File: src/rtl/alu_pkg.sv
// Shared opcode constants and default widths for the registered ALU.
package alu_pkg;

  localparam int unsigned SIZE_DEFAULT = 4;
  localparam int unsigned N_DEFAULT    = 3;

  localparam int unsigned OP_MOV = 0;
  localparam int unsigned OP_NOT = 1;
  localparam int unsigned OP_ADD = 2;
  localparam int unsigned OP_SUB = 3;
  localparam int unsigned OP_OR  = 4;
  localparam int unsigned OP_AND = 5;
  localparam int unsigned OP_SLI = 6;

endpackage

File: src/rtl/alu_core.sv
// Purely combinational ALU datapath: operands and opcode in, result and carry/borrow out.
module alu_core
  import alu_pkg::*;
#(
  parameter int unsigned size = SIZE_DEFAULT,
  parameter int unsigned n    = N_DEFAULT
) (
  input  logic [size-1:0] a_i,
  input  logic [size-1:0] b_i,
  input  logic [n-1:0]    select_i,
  output logic [size-1:0] result_o,
  output logic            carry_o
);

  logic [size:0] sum;
  logic [size:0] diff;
  logic          signed_lt;

  // Widened by one bit so the top bit carries out (ADD) or borrows (SUB).
  assign sum       = {1'b0, a_i} + {1'b0, b_i};
  assign diff      = {1'b0, a_i} - {1'b0, b_i};
  assign signed_lt = $signed(a_i) < $signed(b_i);

  always_comb begin
    result_o = '0;
    carry_o  = 1'b0;
    case (32'(select_i))
      OP_MOV: result_o = a_i;
      OP_NOT: result_o = ~a_i;
      OP_ADD: begin
        result_o = sum[size-1:0];
        carry_o  = sum[size];
      end
      OP_SUB: begin
        result_o = diff[size-1:0];
        carry_o  = diff[size];
      end
      OP_OR:  result_o = a_i | b_i;
      OP_AND: result_o = a_i & b_i;
      OP_SLI: result_o[0] = signed_lt;
      default: begin
        result_o = '0;
        carry_o  = 1'b0;
      end
    endcase
  end

endmodule

File: src/rtl/alu_top.sv
// Registered ALU: combinational alu_core followed by a one-cycle output register.
module alu_top
  import alu_pkg::*;
#(
  parameter int unsigned size = SIZE_DEFAULT,
  parameter int unsigned n    = N_DEFAULT
) (
  input  logic            clk,
  input  logic            rst_n,
  input  logic [size-1:0] R2,
  input  logic [size-1:0] R3,
  input  logic [n-1:0]    select,
  output logic [size-1:0] R0,
  output logic            R0_carry
);

  logic [size-1:0] r0_d, r0_q;
  logic            carry_d, carry_q;

  alu_core #(
    .size (size),
    .n    (n)
  ) u_alu_core (
    .a_i      (R2),
    .b_i      (R3),
    .select_i (select),
    .result_o (r0_d),
    .carry_o  (carry_d)
  );

  always_ff @(posedge clk or negedge rst_n) begin
    if (!rst_n) begin
      r0_q    <= '0;
      carry_q <= 1'b0;
    end else begin
      r0_q    <= r0_d;
      carry_q <= carry_d;
    end
  end

  assign R0       = r0_q;
  assign R0_carry = carry_q;

endmodule

File: config.mk
export PLATFORM = sky130hd
export DESIGN_NAME = alu_top
export DESIGN_NICKNAME = d
export VERILOG_FILES = /design/src/rtl/alu_pkg.sv /design/src/rtl/alu_core.sv /design/src/rtl/alu_top.sv
export SDC_FILE = /design/constraint.sdc
export NUM_CORES = 1
export LEC_CHECK = 0
export CORE_MARGIN = 5
export CORE_UTILIZATION = 40
export CTS_CLUSTER_SIZE = 24
export DETAILED_ROUTE_END_ITERATION = 8
export HOLD_SLACK_MARGIN = 0.02
export PLACE_DENSITY = 0.77
export SLEW_MARGIN = 20
export SYNTH_ARGS = -nofsm -noshare
export SYNTH_HDL_FRONTEND = slang
export SYNTH_HIERARCHICAL = 1
export SYNTH_SLANG_ARGS = --single-unit
File: constraint.sdc
create_clock -name clk -period 0.8 [get_ports clk]
set_input_delay 0.24 -clock clk [delete_from_list [all_inputs] [get_ports clk]]
set_output_delay 0.24 -clock clk [all_outputs]
set_load 0.05 [all_outputs]
==> impl_metrics.tcl <==
set metrics [dict create \
    p_leak_nw 0.567 \
    crit_arrival_ns 1.73 \
    path_cells "dlygate4sd2_1 -> inv_1 -> ha_1 -> or4_4 -> a21oi_2 -> mux4_2" \
    cts_tree "done" \
    mostFrequentLayoutCell "buf_4" \
    clock_tree.buffer_depth 2 \
    cpPeakStageDelay_ns 0.54 \
    first_iter_violations 14 \
    layout_common_cells "24 x buf_4, 7 x ha_1, 6 x buf_12, 6 x inv_1" \
    rsz0062_at_grt "yes" \
    synth_area_um2 691 \
    grt_pass1_vias 802 \
    area_growth_pct 82.1 \
    grt_pass1_wl_um 3300 \
    gr-total-overflow 0 \
    gr-usage-all-layers_pct 16.7 \
    dp_hpwl_um 1670 \
    min_period_ns 1.54 \
    wl_per_cell_um 15.8 \
    yosysSeqAreaShare_pct 18.1 \
    synth_edf_count 0 \
    async_flop_share_pct 100 \
    finalCritPeriodShare_pct 193 \
    postSynth.topFlopCell "dfrtp_1" \
    grt_max_degree 8 \
    syn_inst 79 \
    cp_top_family "simple AND/OR/NAND/NOR gates" \
    fmax_mhz 648 \
    relSlewSlack_pct 79.6 \
    core_area_um2 1690 \
    dieArea_um2 2660 \
    nets 150 \
    synth_cell_types 32 \
    vias 786 \
    timing.hold.ws_ns 0.210 \
    tightestPinTransition_ns 0.305 \
    maxCapViolCount 0 \
    ys_warn_count 6 \
    antenna_cells 0 \
    viasPerCell 5.65 \
    outcome "finished with violations" \
    drtAntennaViolNets 0 \
    critPathBufInv 2 \
    portBuffers 17 \
    slowest_stage "or4_4" \
    peakVddDrop_uv 551 \
    die_w_um 51.6 \
    hold_path.class "in -> async" \
    cts_max_level 1 \
    initial_utilization_pct 40.9 \
    drcViolationCount 0 \
    postSynthAreaPerCell_um2 8.74 \
    cts_sinks 5 \
    pre_cts_ws_ns -1.50 \
    wl_um 2200 \
    numCtsBuffers 3 \
    setup.worst_path.start_class "input pin" \
    antenna_found_initial 0 \
    crit_cells 6 \
    cts_hold_buf 0 \
    placed_cell_area_um2 1110 \
    violations "setup timing" \
    synth_seq_cells 5 \
    report.final.slew_viol_count 0 \
    power.total_mw 1.44 \
    crit_type "in -> reg" \
    hold_violations 0 \
    ios 18 \
    crit_path_end_kind "flop" \
    crit_required_ns 0.99 \
    dr.pass1.iters 4 \
    power-per-cell-area_nw_per_um2 1140 \
    place_congestion 0.804 \
    critPathMaxFanout 2 \
    clkSlewWorstSetupHoldPaths_ns 0.05 \
    clock-root-buffer "clkbuf_4" \
    dieHeight_um 51.6 \
    syn_nets 106 \
    setup_viol 10 \
    final_cell_area_um2 1260 \
    row_count 15 \
    setup_ws_ns -0.743 \
    drive_gt1_share_pct 53.3 \
]
[synth_stat cells, types with 2 or more instances]
cell	instances	area share, %
a211oi_1	2	2.2
a21oi_1	4	2.9
buf_4	2	2.2
dfrtp_1	5	18
fa_1	2	5.8
ha_1	12	22
inv_1	12	6.5
nand2_1	3	1.6
nand2b_1	2	1.8
nand3b_1	2	2.2
nor2_1	5	2.7
o21ai_0	2	1.4
o21ai_1	2	1.4
o31ai_1	2	2.2
or3_1	2	1.8
xnor2_1	2	2.5
xor2_1	3	3.8
[power breakdown]
group	switching, mW	leakage (nW)	internal [mW]
registers	0.0230	0.0573	0.287
logic	0.397	0.495	0.430
clock network	0.113	0.0150	0.189
[per-layer routing]
metal  vias to the layer above  global-route usage, %  part of all wire [%]
li1                        359                      -                     -
met1                       378                   15.8                    35
met5                         -                      0                     0
met3                        11                   4.01                   6.8
met2                        38                   30.3                    54
met4                         0                   13.1                   4.4
[cell families after synthesis]
logic type	synth area share [%]
simple gates	16.1
compound gates	17.2
buf+inv	9.42
fa+ha+maj	27.5
xor+xnor	6.34
flops	18.1
mux	5.25
[area by class of cell]
type                    count  area (µm²)
multi-input cells          59         608
fillers                   117         432
repair buffers             42         414
flip-flops and latches      5         130
inverters                  12        57.6
clock buffers               4        26.3
well taps                  17        21.3
[sequential cells by signal (all words and copies together), names as in the netlist]
signal and flops:
R0_carry 1, R0 4
[per-stage QoR]
stage               instances  util, %  setup TNS, ns
detailed placement        131     65.9          -6.99
CTS                       137     69.2          -4.76
finish                    139     74.4          -4.60
floorplan                  79        -          -2.96
global placement          131     65.9          -6.62
global route              139     74.4          -4.91
[what timing repair did]
action	4_1_cts	5_1_grt
pin swaps	5	12
gates resized for setup	22	21
setup endpoints to repair	10	10
setup buffers	2	3
[worst max-delay path by stage]
stage,from,to,slack [ns]
after CTS,R2[0],R0[0],-0.80
after floorplan,R2[0],R0[0],-0.79
after global placement,R2[0],R0[1],-1.44
final,R3[3],R0[0],-0.74
after global routing,R3[3],R0[0],-0.78
after detailed placement,R2[0],R0[0],-1.50
No activity file was read; power rests on OpenSTA's default activity.
==> RTL change, RTL diff (config.mk and constraints unchanged) <==
Make the reset (`rst_n`) synchronous in one clocked block.
--- a/src/rtl/alu_top.sv
+++ b/src/rtl/alu_top.sv
@@ -30,3 +30,3 @@
 
-  always_ff @(posedge clk or negedge rst_n) begin
+  always_ff @(posedge clk) begin
     if (!rst_n) begin
Check against the original RTL: differs if rst_n is asserted again (counterexample within 4 cycles, from zero or initial values and one cycle with rst_n low); with rst_n held inactive, the same outputs for 10 cycles.
==> RTL change against the original RTL <==
The run still ends with negative setup slack left. Maximum frequency shrank 12%. Synthesized area grew 0.91%. Routed wire length grew 40%. Total power grew 5.3%. Sequential cell count is the same. Setup slack lost 210 ps. Cell area grew 14%. Via count grew 10%.
==> RTL change: results (changes against the original RTL) <==
routed length on met3 190 µm (+28%); worst-case setup margin in the final layout -957 ps (-214 ps); instance count after placement with tap cells included 138 (+5.3%); final count of negative-setup-slack endpoints 10 (unchanged); multi-input combinational cell area 724 µm² (+19%); largest net degree at the start of global routing 14 (+6); Total Routed Length 3060 µm (+40%); met2 WL 1590 µm (+35%); count of cell types in the netlist 33 (+3.1%); Max Fanout on Critical Path 3 (+1); classification of the worst-slack hold path primary input to flop; commonest register cell after synthesis sky130_fd_sc_hd__dfxtp_1; Setup TNS -5100 ps (-503 ps); routability cong. 0.867 (+7.9%); Routed met1 length 1120 µm (+45%); violations in the final reports negative setup slack; global-route wire length before repair 3770 µm (+14%); layout cell share with drive strength beyond 1 63.7% (+10 points); async set or reset register ratio after synthesis 0% (-100 points); outcome complete, but fails checks; switch share 37.9% (+0.88 points); largest cells by area after synthesis sky130_fd_sc_hd__ha_1, sky130_fd_sc_hd__dfxtp_1, sky130_fd_sc_hd__inv_1; Worst-Margin Slew 279 ps (-25.8 ps); sequential share of the synthesized area 14.4% (-3.8 points); via count of the first global-routing pass 831 (+3.6%); area post-placement 1130 µm² (+1.6%)
-- RTL change: cells by family (layout without fill, tap and decap cells) --
kind of cell             after synthesis  count (layout)  synth area share (%)
buffers and inverters                 15              66                  9.33
adder cells (fa/ha/maj)               14              14                  27.3
AO/OA/AOI/OAI                         18              18                  17.1
flip-flops                             5               5                  14.4
AND/OR/NAND/NOR                       25              25                  20.5
multiplexers                           2               2                  5.21
XOR/XNOR                               5               5                  6.28
-- RTL change: power by group through the flow --
| stage | Sequential (mW) | Combinational [mW] | Clock [mW] |
|---|---|---|---|
| after floorplan | 0.352 | 0.263 | 0 |
| after global placement | 0.293 | 0.620 | 0 |
| after detailed placement | 0.294 | 0.645 | 0 |
| after CTS | 0.289 | 0.703 | 0.317 |
| after global routing | 0.290 | 0.985 | 0.343 |
| final | 0.289 | 0.929 | 0.298 |
-- RTL change: layout make-up --
cell class / count / area share [%]
clock inverters: 1 / 0.348
multi-input cells: 64 / 50.4
well taps: 17 / 1.48
inverters: 12 / 4.18
repair buffers: 50 / 34.7
clock buffers: 3 / 1.57
flip-flops and latches: 5 / 7.31
-- RTL change: worst max-delay path by stage --
stage               start  endpoint  slack [ps]  cells past startpoint
CTS                 R2[0]     R0[0]        -900                     10
global placement    R2[0]     R0[0]       -1560                     10
detailed placement  R2[0]     R0[0]       -1590                     10
finish              R2[0]     R0[0]        -960                      9
floorplan           R2[0]     R0[0]        -900                      8
global route        R2[0]     R0[0]        -970                      9
-- RTL change: what timing repair did --
item	CTS	global route
resized for setup	29	46
buffers inserted	5	6
setup endpoints to repair	10	10
pin swaps	11	18
hold buffers	0	0
-- RTL change: routing by layer --
layer | global-route usage [%] | vias up
li1 | - | 396
met2 | 36.7 | 45
met1 | 20.5 | 410
met4 | 8.73 | 0
met5 | 0 | -
met3 | 3.72 | 16
